## config.mk

```make
export PLATFORM = sky130hd
export DESIGN_NAME = wb_port_arbiter
export DESIGN_NICKNAME = d
export VERILOG_FILES = /design/src/rtl/wb_port_arbiter.sv
export SDC_FILE = /design/constraint.sdc
export NUM_CORES = 1
export LEC_CHECK = 0
export CORE_MARGIN = 5
export CORE_UTILIZATION = 45
export CTS_CLUSTER_DIAMETER = 120
export DETAILED_ROUTE_END_ITERATION = 10
export HOLD_SLACK_MARGIN = 0.06
export PLACE_DENSITY_LB_ADDON = 0.3
export SYNTH_ARGS = -nofsm -noshare
export SYNTH_HDL_FRONTEND = slang
export SYNTH_SLANG_ARGS = --single-unit
```

## constraint.sdc

```tcl
create_clock -name CLK -period 4.8 [get_ports CLK]
set_clock_uncertainty 0.2 [all_clocks]
set_input_delay 0.96 -clock CLK [delete_from_list [all_inputs] [get_ports CLK]]
set_output_delay 0.96 -clock CLK [all_outputs]
set_load 0.02 [all_outputs]
```

## src/rtl/wb_port_arbiter.sv

```systemverilog
// Register-file write-port arbiter: merges load returns and the ALU/link
// writeback stream onto one registered write port. Loads always win; ALU
// results that lose arbitration wait in an in-order skid FIFO, and the ALU
// stream is stalled through ALU_READY while that FIFO is full.
module wb_port_arbiter #(
    parameter int unsigned XLEN  = 32,
    parameter int unsigned REGW  = 5,
    parameter int unsigned DEPTH = 2,
    parameter int unsigned CNTW  = 16
) (
    input  logic                         CLK,
    input  logic                         RST_N,
    input  logic                         ALU_VALID,
    input  logic [REGW-1:0]              ALU_RD,
    input  logic [XLEN-1:0]              ALU_DATA,
    output logic                         ALU_READY,
    input  logic                         LD_VALID,
    input  logic [REGW-1:0]              LD_RD,
    input  logic [XLEN-1:0]              LD_DATA,
    output logic                         RF_WE,
    output logic [REGW-1:0]              RF_WADDR,
    output logic [XLEN-1:0]              RF_WDATA,
    output logic [$clog2(DEPTH+1)-1:0]   FIFO_COUNT,
    output logic [CNTW-1:0]              STALL_CNT
);

    localparam int unsigned FCW  = $clog2(DEPTH + 1);
    localparam int unsigned PTRW = (DEPTH > 1) ? $clog2(DEPTH) : 1;
    localparam logic [FCW-1:0]  DEPTH_C  = FCW'(DEPTH);
    localparam logic [PTRW-1:0] PTR_LAST = PTRW'(DEPTH - 1);

    // Skid FIFO storage (contents need no reset; occupancy gates their use)
    logic [REGW-1:0] rd_mem_q   [DEPTH];
    logic [XLEN-1:0] data_mem_q [DEPTH];

    logic [PTRW-1:0] wr_ptr_q, wr_ptr_d;
    logic [PTRW-1:0] rd_ptr_q, rd_ptr_d;
    logic [FCW-1:0]  count_q,  count_d;
    logic [CNTW-1:0] stall_q,  stall_d;

    logic            we_q,    we_d;
    logic [REGW-1:0] waddr_q, waddr_d;
    logic [XLEN-1:0] wdata_q, wdata_d;

    logic ready;
    logic alu_accept;
    logic alu_keep;
    logic ld_win;
    logic push;
    logic pop;

    assign ready      = RST_N && (count_q < DEPTH_C);
    assign alu_accept = ALU_VALID && ready;
    // Accepted writes to x0 are consumed here and never reach the FIFO or port
    assign alu_keep   = alu_accept && (ALU_RD != '0);
    assign ld_win     = LD_VALID && (LD_RD != '0);

    // Priority arbitration: load, then FIFO head, then ALU bypass, else idle
    always_comb begin
        push    = 1'b0;
        pop     = 1'b0;
        we_d    = 1'b0;
        waddr_d = waddr_q;
        wdata_d = wdata_q;
        if (ld_win) begin
            we_d    = 1'b1;
            waddr_d = LD_RD;
            wdata_d = LD_DATA;
            push    = alu_keep;
        end else if (count_q != '0) begin
            we_d    = 1'b1;
            waddr_d = rd_mem_q[rd_ptr_q];
            wdata_d = data_mem_q[rd_ptr_q];
            pop     = 1'b1;
            push    = alu_keep;
        end else if (alu_keep) begin
            we_d    = 1'b1;
            waddr_d = ALU_RD;
            wdata_d = ALU_DATA;
        end
    end

    // FIFO pointer and occupancy update; pointers wrap modulo DEPTH
    always_comb begin
        wr_ptr_d = wr_ptr_q;
        rd_ptr_d = rd_ptr_q;
        count_d  = count_q;
        if (push) begin
            wr_ptr_d = (wr_ptr_q == PTR_LAST) ? '0 : wr_ptr_q + PTRW'(1);
        end
        if (pop) begin
            rd_ptr_d = (rd_ptr_q == PTR_LAST) ? '0 : rd_ptr_q + PTRW'(1);
        end
        case ({push, pop})
            2'b10:   count_d = count_q + FCW'(1);
            2'b01:   count_d = count_q - FCW'(1);
            default: count_d = count_q;
        endcase
    end

    // Saturating count of cycles where the ALU stream was held off
    always_comb begin
        stall_d = stall_q;
        if (ALU_VALID && !ready && (stall_q != '1)) begin
            stall_d = stall_q + CNTW'(1);
        end
    end

    // State registers with asynchronous active-low reset
    always_ff @(posedge CLK or negedge RST_N) begin
        if (!RST_N) begin
            wr_ptr_q <= '0;
            rd_ptr_q <= '0;
            count_q  <= '0;
            stall_q  <= '0;
            we_q     <= 1'b0;
            waddr_q  <= '0;
            wdata_q  <= '0;
        end else begin
            wr_ptr_q <= wr_ptr_d;
            rd_ptr_q <= rd_ptr_d;
            count_q  <= count_d;
            stall_q  <= stall_d;
            we_q     <= we_d;
            waddr_q  <= waddr_d;
            wdata_q  <= wdata_d;
        end
    end

    // FIFO storage write at the tail
    always_ff @(posedge CLK) begin
        if (push) begin
            rd_mem_q[wr_ptr_q]   <= ALU_RD;
            data_mem_q[wr_ptr_q] <= ALU_DATA;
        end
    end

    assign ALU_READY  = ready;
    assign RF_WE      = we_q;
    assign RF_WADDR   = waddr_q;
    assign RF_WDATA   = wdata_q;
    assign FIFO_COUNT = count_q;
    assign STALL_CNT  = stall_q;

endmodule

```

==> metrics.txt <==
status completed; logic depth of the worst register-to-register path 5; data arrival time of the critical path between 2 and 2.5 ns; simple-gate share of the synthesized area 7.847%; final-layout fill cell count 1058; worst path required time between 3 and 4 ns; Detail Route met3 WL ~630 um; Sinks on Clock Net roughly 130; cells traversed along the worst timing path nand2b_1, inv_1, clkdlybuf4s50_1; TritonCTS clock tree built; kind of critical path flip-flop to output port; dominant delay contributor by cell family on the critical path flip-flops; worst min-delay path class flip-flop to flip-flop; insertion delay to the later sink of the worst-skew pair ~0.4 ns; Compound-Gate Fraction of Synth Area under 10%; routed wl met2 about 7 mm; H-Tree Level Count 4; final routed DRC violation total 0; Buffers & Inverters on Critical Path 2; number of synthesized register bits roughly 130; effective utilization at floorplan about 45%; n_diodes 0; Max-slew headroom about a fifth; launching point of the worst reg2reg path FIFO_COUNT[1]; instance count of the mapped netlist ~430; number of hold buffers added after cts 0; count of different cell masters after synthesis 38; maximum buffer depth of the clock tree 2; count of buffers from port buffering between 100 and 150; detailed-route wire length per cell around 18 um; hold violation count in the final report 0; last element of the critical path ALU_READY; number of flops mapped to enable cells by yosys 74; number of placed I/O pins between 100 and 150; part of the Yosys area used for sequential elements about three fifths; category of the worst setup path capture point output port; Setup-failing EPs final 0; Die Y ~130 um; Total Negative Setup Slacks 0 ns; post-synthesis xor/xnor area fraction about 2.1%; DRC violation total after the first TritonRoute iteration approximately 190; count of synthesis-stage warnings from yosys 0; Top Metal Used met4; total placed cells including tap cells between 700 and 800; maximum fanout along the worst path 18; fraction of synthesized area in multiplexers between 20% and 30%; die footprint between 15000 and 20000 sq um; weighted congestion at the end of routability-driven global placement 0.8430; Mean Syn Cell Area 13.97 sq um; pre-CTS worst setup slack just over 1 ns; RSZ-0062 raised after global routing no; All-Layer GR Usage 18.03%; via count of the first global-routing pass approximately 4.3k; core outline area 13140 sq um; first-pass GRT wire length about 22 mm; main flop type after synthesis edfxtp_1; Adder-Cell Fraction of Synth Area less than 1%; async set or reset register ratio after synthesis 43.94%; non-filler instance count after layout about 750; Post-layout nets approximately 640; kind of start point of the critical path flip-flop; cell depth of the worst setup path 3; leakage power of the design roughly 0.0031 uW; clk slew on worst S/H paths 0.05 ns; GRT Residual Overflow 0; critical path's slowest cell dfrtp_1; post-synthesis cell area slightly below 6000 sq um; wire length the detailed router placed on met1 around 6.1 mm; Num CTS Buffers 17; final critical-path share of the clock period a little under three quarters; reg-to-reg critical path endpoint RF_WDATA[12]; largest family of logic cells by synthesized area multiplexers; post-synth net total about 500; Chip Width around 130 um; post-cts resize count 0; HPWL after detailed placement a little over 9 mm; pin count of the biggest net entering global routing 59; final worst path period need about 3.4 ns; buffers inserted during post-CTS setup optimization 0; vias after detailed routing ~4.0k; slack of the worst reg-to-reg path between 1.5 and 2 ns; post-route antenna net violation count 0; count of maximum capacitance violations 0; worst hold margin 0.2968 ns; highest cell delay on the worst timing path approximately 0.8 ns; share of cells above drive strength 1 20.31%; synthesis-to-finish area growth 34.20%; Worst Slack Setup Final roughly 1.4 ns; clock root buffer master clkbuf_16; Peak Freq ~290 MHz; row count 42; antenna violations before repair 0; Worst-Margin Slew 1.215 ns; vias per inst ~5.3; max-slew violation count 0; Detailed Route WL between 10 and 15 mm; Pre-antenna DRT Iters 4; maximum vdd drop between 0.3 and 0.4 mV; timing startpoint of the critical path FIFO_COUNT[1]; Pwr per Cell Area a little under 600 nW/um^2
state kept, by name, indices dropped and copies added, names as in the netlist:
name	cells
FIFO_COUNT	2
RF_WADDR	5
RF_WDATA	32
RF_WE	1
STALL_CNT	16
data_mem_q	64
rd_mem_q	10
rd_ptr_q	1
wr_ptr_q	1
layout by cell type (no fill, tap or decap), types with 13 or more instances in the layout:
cell,n
mux2_4,19
nor3_1,37
edfxtp_1,74
dfrtp_1,57
mux2_2,55
mux2i_1,32
clkdlybuf4s50_1,133
clkbuf_16,17
nand2_1,13
a21oi_1,33
final cells by class:
class                      count  area [sq um]  share of cell area (%)
sequential                   132          3675                   45.92
multi-input combinational    266          2171                   27.13
timing repair buffer         143          1416                   17.70
clock buffer                  26         479.2                   5.988
tap                          176         220.2                   2.752
clock inverter                 6         30.03                  0.3752
inverter                       3         11.26                  0.1407
how the worst min path moves through the flow:
| stage | startpoint | end | depth (start not counted) |
|---|---|---|---|
| 2_1_floorplan | wr_ptr_q | wr_ptr_q | 1 |
| 3_3_place_gp | STALL_CNT[9] | STALL_CNT[9] | 1 |
| 3_5_place_dp | STALL_CNT[9] | STALL_CNT[9] | 1 |
| 4_1_cts | STALL_CNT[9] | STALL_CNT[9] | 1 |
| 5_1_grt | RF_WDATA[19] | RF_WDATA[19] | 1 |
| 6_report | STALL_CNT[9] | STALL_CNT[9] | 1 |
metrics by stage:
stage,cell area [sq um],utilization (%),power (uW)
6_report,8003,60.91,4630
3_3_place_gp,7493,57.04,3507
4_1_cts,8003,60.91,4687
2_1_floorplan,5963,-,2810
3_5_place_dp,7493,57.04,3551
5_1_grt,8003,60.91,4887
power by group:
part	internal, uW	total [uW]	switching, uW
Sequential	1480	1780	300
Clock	680	1110	427
Combinational	921	1740	821
Total	3080	4630	1550
synthesized netlist by cell type, types with 9 or more instances:
cell type  instances  area share, %
dfrtp_1           58             24
nand2_1           13           0.82
xor2_1            11            1.6
mux2i_1           32            5.4
nor3_1            37            3.1
clkbuf_1          10           0.63
buf_2              9           0.76
nor2_1            14           0.88
a21oi_1           33            2.8
edfxtp_1          74             37
mux2_4            19            4.8
mux2_2            55             10
cells by family (layout without fill, tap and decap cells):
logic type	after synthesis	count (layout)
flops	132	132
mux	106	106
simple gates	92	92
compound gates	52	52
buf+inv	29	178
xor+xnor	14	14
fa+ha+maj	2	2
metal layers:
layer	GRT usage [%]	vias up
met3	5.032	14
met1	22.70	1982
li1	-	1874
met2	29.74	113
met5	0	-
met4	6.952	0
Note: power is estimated with default switching activity, not from simulation.
